**config.mk**
```make
export PLATFORM = sky130hd
export DESIGN_NAME = usb_rx_nrzi_destuff
export DESIGN_NICKNAME = d
export VERILOG_FILES = /design/src/rtl/usb_rx_nrzi_destuff.sv
export SDC_FILE = /design/constraint.sdc
export NUM_CORES = 1
export LEC_CHECK = 0
export ABC_AREA = 1
export BUFFER_PORTS_ARGS = -buffer_cell sky130_fd_sc_hd__buf_2
export CAP_MARGIN = 20
export CORE_ASPECT_RATIO = 0.9
export CORE_MARGIN = 2
export CORE_UTILIZATION = 49
export CTS_CLUSTER_DIAMETER = 50
export DETAILED_ROUTE_END_ITERATION = 6
export HOLD_SLACK_MARGIN = 0.12
export MAX_ROUTING_LAYER = met4
export PLACE_DENSITY = 0.73
export SETUP_SLACK_MARGIN = 0.02
export SLEW_MARGIN = 20
export SYNTH_ARGS = -nofsm -noshare
export SYNTH_HDL_FRONTEND = slang
export SYNTH_SLANG_ARGS = --single-unit
```
**constraint.sdc**
```tcl
create_clock -name clk -period 1.11 [get_ports clk]
set_input_delay 0.0555 -clock clk [delete_from_list [all_inputs] [get_ports clk]]
set_output_delay 0.0555 -clock clk [all_outputs]
set_load 0.005 [all_outputs]
```
**src/rtl/usb_rx_nrzi_destuff.sv**
```systemverilog
// rtl/usb_rx_nrzi_destuff.sv - USB RX NRZI decoder, bit de-stuffer and LSB-first deserialiser.
// Optional stuff-error detection and ERR lock-up enabled by defining RX_DECODER_STUFF_ERR_EN.
module usb_rx_nrzi_destuff #(
  parameter int DATA_W    = 8,
  parameter int STUFF_LEN = 6
) (
  input  logic              clk,
  input  logic              rst,
  input  logic              dplus_in_sync,
  input  logic              shift_enable,
  input  logic              eop,
  output logic              d_orig,
  output logic              bit_valid,
  output logic [DATA_W-1:0] rx_word,
  output logic              word_valid,
  output logic              stuff_err
);

  localparam int              CW        = (DATA_W > 1) ? $clog2(DATA_W) : 1;
  localparam logic [CW-1:0]   LAST_BIT  = CW'(DATA_W - 1);
  localparam logic [3:0]      STUFF_MAX = 4'(STUFF_LEN);

  typedef enum logic [1:0] {
    ST_DATA = 2'd0,
    ST_SKIP = 2'd1,
    ST_ERR  = 2'd2
  } state_t;

  state_t              state_q, state_d;
  logic                prev_level_q, prev_level_d;
  logic [3:0]          ones_cnt_q, ones_cnt_d;
  logic [CW-1:0]       bit_cnt_q, bit_cnt_d;
  logic [DATA_W-1:0]   shift_q, shift_d;
  logic                d_orig_q, d_orig_d;
  logic                bit_valid_q, bit_valid_d;
  logic [DATA_W-1:0]   rx_word_q, rx_word_d;
  logic                word_valid_q, word_valid_d;
  logic                stuff_err_q, stuff_err_d;

  logic                dec;
  logic [3:0]          ones_inc;
  logic [DATA_W-1:0]   shift_next;

  // A line level equal to the previous sample decodes as 1 (no transition).
  assign dec        = (dplus_in_sync == prev_level_q);
  assign ones_inc   = dec ? (ones_cnt_q + 4'd1) : 4'd0;
  assign shift_next = {dec, shift_q[DATA_W-1:1]};

  always_ff @(posedge clk) begin
    if (rst) begin
      state_q      <= ST_DATA;
      prev_level_q <= 1'b1;
      ones_cnt_q   <= '0;
      bit_cnt_q    <= '0;
      shift_q      <= '0;
      d_orig_q     <= 1'b1;
      bit_valid_q  <= 1'b0;
      rx_word_q    <= '0;
      word_valid_q <= 1'b0;
      stuff_err_q  <= 1'b0;
    end else begin
      state_q      <= state_d;
      prev_level_q <= prev_level_d;
      ones_cnt_q   <= ones_cnt_d;
      bit_cnt_q    <= bit_cnt_d;
      shift_q      <= shift_d;
      d_orig_q     <= d_orig_d;
      bit_valid_q  <= bit_valid_d;
      rx_word_q    <= rx_word_d;
      word_valid_q <= word_valid_d;
      stuff_err_q  <= stuff_err_d;
    end
  end

  always_comb begin
    state_d = state_q;
    if (eop) begin
      state_d = ST_DATA;
    end else if (shift_enable) begin
      case (state_q)
        ST_DATA: if (ones_inc == STUFF_MAX) state_d = ST_SKIP;
`ifdef RX_DECODER_STUFF_ERR_EN
        ST_SKIP: state_d = dec ? ST_ERR : ST_DATA;
`else
        ST_SKIP: state_d = ST_DATA;
`endif
        ST_ERR:  state_d = ST_ERR;
        default: state_d = ST_DATA;
      endcase
    end
  end

  always_comb begin
    prev_level_d = prev_level_q;
    ones_cnt_d   = ones_cnt_q;
    bit_cnt_d    = bit_cnt_q;
    shift_d      = shift_q;
    d_orig_d     = d_orig_q;
    bit_valid_d  = 1'b0;
    rx_word_d    = rx_word_q;
    word_valid_d = 1'b0;
    stuff_err_d  = 1'b0;
    if (eop) begin
      // Partial word is discarded; rx_word and d_orig keep their last values.
      prev_level_d = 1'b1;
      ones_cnt_d   = '0;
      bit_cnt_d    = '0;
      shift_d      = '0;
    end else if (shift_enable) begin
      prev_level_d = dplus_in_sync;
      case (state_q)
        ST_DATA: begin
          d_orig_d    = dec;
          bit_valid_d = 1'b1;
          ones_cnt_d  = ones_inc;
          shift_d     = shift_next;
          if (bit_cnt_q == LAST_BIT) begin
            rx_word_d    = shift_next;
            word_valid_d = 1'b1;
            bit_cnt_d    = '0;
          end else begin
            bit_cnt_d = bit_cnt_q + CW'(1);
          end
        end
        ST_SKIP: begin
          d_orig_d   = dec;
          ones_cnt_d = '0;
`ifdef RX_DECODER_STUFF_ERR_EN
          stuff_err_d = dec;
`endif
        end
        default: begin
        end
      endcase
    end
  end

  assign d_orig     = d_orig_q;
  assign bit_valid  = bit_valid_q;
  assign rx_word    = rx_word_q;
  assign word_valid = word_valid_q;
`ifdef RX_DECODER_STUFF_ERR_EN
  assign stuff_err  = stuff_err_q;
`else
  assign stuff_err  = 1'b0;
`endif

endmodule

```
==> results.toml, run 1 <==
[synthesis]
synth-adder-area-share = 0.0326
yosys.area_share.xor_xnor = 0.00761
yosys-top-cells-area = "dfxtp_1 (49%), nor2_1 (12%), o21ai_0 (8.7%)"
synth_mux_area_frac = 0
ys_async_sr_fraction = 0
synth_area_per_cell_um2 = 8.16
synth_commonest_cells = "nor2_1 (36), dfxtp_1 (28), o21ai_0 (20)"
yosysMostFrequentCell = "nor2_1"
synth_simple_gate_area_frac = 0.270
synth_area_um2 = 1150
synthFlopType = "dfxtp_1"
seq_area_frac_synth = 0.487
syn-instance-count = 141
synth-compound-area-share = 0.124
synth.distinct_cells = 23
synth_edf_count = 0
ys_warn_count = 0
synth_top_area_frac = 0.487
ys_ff_latch = 28
synth.largest_area_cell = "dfxtp_1"
synth_top_family_by_area = "simple AND/OR/NAND/NOR gates"
synth_nets = 149

[global_route]
grt_pass1_vias = 858
grt_pass1_wl_um = 3650
grt_max_degree = 17
antenna_found_initial = 0
globalRouteOverflowTotal = 0
track_usage = 0.188

[hold_path]
hp-class = "primary input to flip-flop"

[layout]
num-fill-cells = 180
syn2layout_area_growth_pct = 32.7
n_antenna_cell = 0
ff_latch_area_um2 = 569
nNetsFinal = 180
multi_input_area_um2 = 627
final_core_util = 0.694
drive_above_1_share = 0.368

[route]
first_pass_iters = 4
wl_met2_um = 1030
top_layer = "met4"
wl_met1_um = 1140
routed_wl_um = 2360
wl_per_cell_um = 11.9
via_per_inst = 5.10
vias = 1010
wl_met3_um = 158
drc = 0
drt_iter0_drc = 31
ant_nets = 0

[timing]
slew_viol_final = 0
layout_min_cycle_time_ns = 1.14
rsz0062_at_grt = "yes"
fin_skew_ns = 0.0110
setup_viol = 1
fin_ws_ns = -0.0269
finalHoldViolCount = 0
fmax_ghz = 0.880
fin_crit_sh = 1.02

[pwr]
cellLeakagePower_nw = 0.660
totalPowerFinal_mw = 1.87
power_density_nw_per_um2 = 1220
ir_drop_uv = 1260

[setup_path]
required_ns = 1.38
arrival_ns = 1.41
crit_type = "flip-flop to flip-flop"
worst_setup_path_end_kind = "flip-flop"
critPathLaunchType = "flip-flop"
crit_fanout = 2

[floorplan]
core_um2 = 2200
fp-row-count = 16
die_area_um2 = 2750
io-pin-count = 17
start_util = 0.523
die_w_um = 55.1
die_y_um = 50.0

[place]
io_buffers = 15
place_ws_ns = -0.0353
gp_congestion = 0.841
dpl.hpwl_um = 1530

[cts]
cts_made_buffers = 3
cts_sinks = 28
cts_root_buffer = "clkbuf_4"
htreeDepth = 1
tritoncts = "built"
clock_latency_ns = 0.33
path_clk_slew_ns = 0.15
clock_path_buffers = 2
cts_hold_buf = 4

[job]
cap_violations = 0

[outcome]
failed_checks = "negative setup slack"
status = "finished, violations left"
metrics by stage:
stage / setup TNS (ns) / instance area (um2) / hold WS (ns) / std cells
CTS: -0.0839 / 1440 / 0.0295 / 196
floorplan: 0 / 1170 / 0.182 / 141
global placement: 0 / 1290 / 0.300 / 186
global route: -1.11 / 1530 / 0.0200 / 198
finish: -0.0269 / 1530 / 0.0382 / 198
detailed placement: -0.143 / 1290 / 0.310 / 186
logic make-up (layout without fill, tap and decap cells):
| kind of cell | after synthesis | in the layout |
|---|---|---|
| other | 1 | 1 |
| XOR/XNOR | 1 | 1 |
| flip-flops | 28 | 28 |
| adder cells (fa/ha/maj) | 3 | 3 |
| buffers and inverters | 16 | 45 |
| AO/OA/AOI/OAI | 27 | 27 |
| AND/OR/NAND/NOR | 65 | 66 |
state kept, by name (all words and copies together) (netlist names):
signal,flops
prev_level_q,1
d_orig,1
bit_cnt_q,3
rx_word,8
bit_valid,1
ones_cnt_q,4
state_q,2
shift_q,7
word_valid,1
worst paths after layout:
path                                    start          to  slack [ns]  cells past startpoint
worst max-delay path            ones_cnt_q[1]  state_q[0]       -0.03                      7
worst min-delay path                      eop      d_orig        0.04                      3
worst min register to register     rx_word[4]  rx_word[4]        0.50                      2
worst max register to register  ones_cnt_q[1]  state_q[0]       -0.03                      7
where the power goes:
part / switching [mW] / internal (mW) / leakage [nW]
Sequential: 0.0168 / 1.02 / 0.230
Combinational: 0.0965 / 0.0724 / 0.402
Clock: 0.295 / 0.366 / 0.0279
Total: 0.408 / 1.46 / 0.660
timing repair:
| action | CTS | global route |
|---|---|---|
| setup buffers | 1 | 2 |
| hold endpoints to repair | 16 | 2 |
| pin swaps | 2 | 8 |
| cloned | 1 | 0 |
| gates resized for setup | 13 | 31 |
| endpoints found under the setup margin | 9 | 25 |
cell type report:
type | instances | area share
multi-input combinational | 98 | 0.410
sequential | 28 | 0.373
timing repair buffer | 29 | 0.124
inverter | 12 | 0.0360
tap | 27 | 0.0221
clock inverter | 1 | 0.0197
clock buffer | 3 | 0.0147
critical path: stages, from the launching register on:
cell     delay, ns
dfxtp_2       0.36
ha_4          0.26
inv_2         0.03
nor2_1        0.09
nand2_1       0.06
nor2_1        0.09
nand2_1       0.08
a21oi_2       0.11
cell usage in the layout (no fill, tap or decap), drive strengths merged:
| cell type | synthesis | routed |
|---|---|---|
| xnor2 | 1 | 1 |
| dfxtp | 28 | 28 |
| nand3 | 9 | 10 |
| clkbuf | 0 | 3 |
| a21oi | 2 | 2 |
| nand4 | 2 | 2 |
| nor2 | 38 | 38 |
| bufinv | 0 | 1 |
| and3 | 1 | 1 |
| o211a | 1 | 1 |
| dlygate4sd3 | 0 | 4 |
| buf | 4 | 25 |
| conb | 1 | 1 |
| o211ai | 1 | 1 |
| nand2 | 15 | 15 |
| ha | 3 | 3 |
| o21ai | 23 | 23 |
| inv | 11 | 12 |
layer usage:
layer  vias to the layer above  GRT usage
met5                         -          -
met4                         0     0.0488
met3                         4     0.0636
met2                        32      0.282
met1                       446      0.242
li1                        528          -
No activity file was read; power rests on OpenSTA's default activity.
==> run 2, diff against run 1 <==
--- a/config.mk
+++ b/config.mk
@@ -10,12 +10,12 @@
 export CAP_MARGIN = 20
 export CORE_ASPECT_RATIO = 0.9
 export CORE_MARGIN = 2
-export CORE_UTILIZATION = 49
+export CORE_UTILIZATION = 58
 export CTS_CLUSTER_DIAMETER = 50
 export DETAILED_ROUTE_END_ITERATION = 6
 export HOLD_SLACK_MARGIN = 0.12
 export MAX_ROUTING_LAYER = met4
-export PLACE_DENSITY = 0.73
+export PLACE_DENSITY = 0.81
 export SETUP_SLACK_MARGIN = 0.02
 export SLEW_MARGIN = 20
 export SYNTH_ARGS = -nofsm -noshare
==> constraint.sdc (replaced) <==
create_clock -name clk -period 1.4 [get_ports clk]
set_input_delay 0.07 -clock clk [delete_from_list [all_inputs] [get_ports clk]]
set_output_delay 0.07 -clock clk [all_outputs]
set_load 0.005 [all_outputs]
==> results.toml, run 2 (synthesis results as in run 1) <==
[outcome]
status = "finished clean"

[layout]
design_area_um2 = 1350
syn2layout_area_growth_pct = 17.6
nNetsFinal = 176
layout_commonest_cell = "nor2_1"
multi_input_area_um2 = 503
final_core_util = 0.714
drive_above_1_share = 0.180
layout_common_cells = "nor2_1 (36), dfxtp_1 (28), o21ai_0 (20), buf_2 (15), nand2_1 (14)"
ff_latch_area_um2 = 561
finalNonFillerCells = 192
num-fill-cells = 158
n_antenna_cell = 0
largest_reg_flops = 8

[floorplan]
start_util = 0.607
core_um2 = 1900
die_w_um = 51.0
fp-row-count = 15
die_area_um2 = 2360
io-pin-count = 17
die_y_um = 46.3

[setup_path]
arrival_ns = 1.54
worst_setup_path_end_kind = "flip-flop"
required_ns = 1.64
crit_fanout = 9
crit_type = "flip-flop to flip-flop"
critPathLaunchType = "flip-flop"

[global_route]
grt_use_met3 = 0.0649
grtUsageMet1 = 0.256
grt_pass1_wl_um = 3530
grt_pass1_vias = 827
top_usage_layer = "met2"
track_usage = 0.208
globalRouteOverflowTotal = 0
antenna_found_initial = 0
grt_max_degree = 16
grtUsageMet2 = 0.327

[cts]
cts_made_buffers = 3
clock_path_buffers = 2
htreeDepth = 1
path_clk_slew_ns = 0.14
tritoncts = "built"
postCtsResizedCells = 0
clock_latency_ns = 0.33
cts_sinks = 28
cts_root_buffer = "clkbuf_4"

[pwr]
totalPowerFinal_mw = 1.33
combPwrFrac = 0.088
ir_drop_uv = 890
cellLeakagePower_nw = 0.604
swShare = 0.231
p_seq_frac = 0.619
p_clk_frac = 0.293
p_int_mw = 1.02
p_switching_mw = 0.307
power_density_nw_per_um2 = 983

[timing]
fin_ws_ns = 0.105
slew_viol_final = 0
layout_min_cycle_time_ns = 1.29
fmax_ghz = 0.772
hold-worst-slack_ns = 0.493
fin_setup_tns_ns = 0
rsz0062_at_grt = "no"
fin_crit_sh = 0.925
finalHoldViolCount = 0
fin_skew_ns = 0.00391
setup_viol = 0

[hold_path]
hp-class = "flip-flop to flip-flop"

[job]
cap_violations = 0

[route]
drc = 0
drt_iter0_drc = 26
ant_nets = 0
routed_wl_um = 2140
wl_per_cell_um = 11.1
vias = 978
first_pass_iters = 4
via_per_inst = 5.09

[place]
place_ws_ns = 0.134
dpl.hpwl_um = 1490
io_buffers = 15
place_area_um2 = 1230
gp_congestion = 0.744
dpl.cell_count = 179
-- run 2: cell count changes in the layout (fill, tap and decap cells not counted), moves of 2 or more --
| cell | delta |
|---|---|
| nor2_2 | -4 |
| ha_1 | +3 |
| nor2_4 | -4 |
| ha_4 | -3 |
| o21ai_0 | +12 |
| buf_4 | -5 |
| o21ai_2 | -8 |
| dfxtp_1 | +5 |
| o21ai_1 | -4 |
| dlygate4sd3_1 | +2 |
| dfxtp_2 | -4 |
| nor2_1 | +8 |
-- run 2: power groups by stage --
stage | sequential [mW] | clock, mW | combinational, mW
floorplan | 0.839 | 0 | 0.0747
global placement | 0.841 | 0 | 0.0920
detailed placement | 0.841 | 0 | 0.0953
CTS | 0.823 | 0.398 | 0.108
global route | 0.826 | 0.427 | 0.132
finish | 0.824 | 0.390 | 0.117
-- run 2: routing by layer --
metal | up-vias | share of wire
li1 | 506 | -
met4 | 0 | 0.0098
met3 | 4 | 0.067
met1 | 435 | 0.45
met5 | - | 0
met2 | 33 | 0.48
-- run 2: area by class of cell --
| cell class | count | share of cell area |
|---|---|---|
| clock buffer | 4 | 0.0268 |
| inverter | 12 | 0.0370 |
| multi-input combinational | 97 | 0.372 |
| sequential | 28 | 0.414 |
| tap | 25 | 0.0231 |
| timing repair buffer | 26 | 0.128 |
-- run 2: critical path: stages, from the launching register on --
cell and delay [ns]:
dfxtp_1 0.39, ha_1 0.17, ha_1 0.25, nand3_4 0.15, o21ai_0 0.20, nor2_1 0.05
-- run 2: final timing paths --
kind / cells after the start / start / slack, ns / end
worst min register to register: 2 / rx_word[1] / 0.49 / rx_word[1]
worst max register to register: 5 / bit_cnt_q[0] / 0.11 / rx_word[6]
worst max-delay path: 5 / bit_cnt_q[0] / 0.11 / rx_word[6]
worst min-delay path: 2 / rx_word[1] / 0.49 / rx_word[1]
-- run 2: repair_timing --
item | CTS | global route
hold buffers | 6 | 1
buffers inserted | 0 | 3
endpoints found under the hold margin | 9 | 3
setup endpoints to repair | 0 | 4
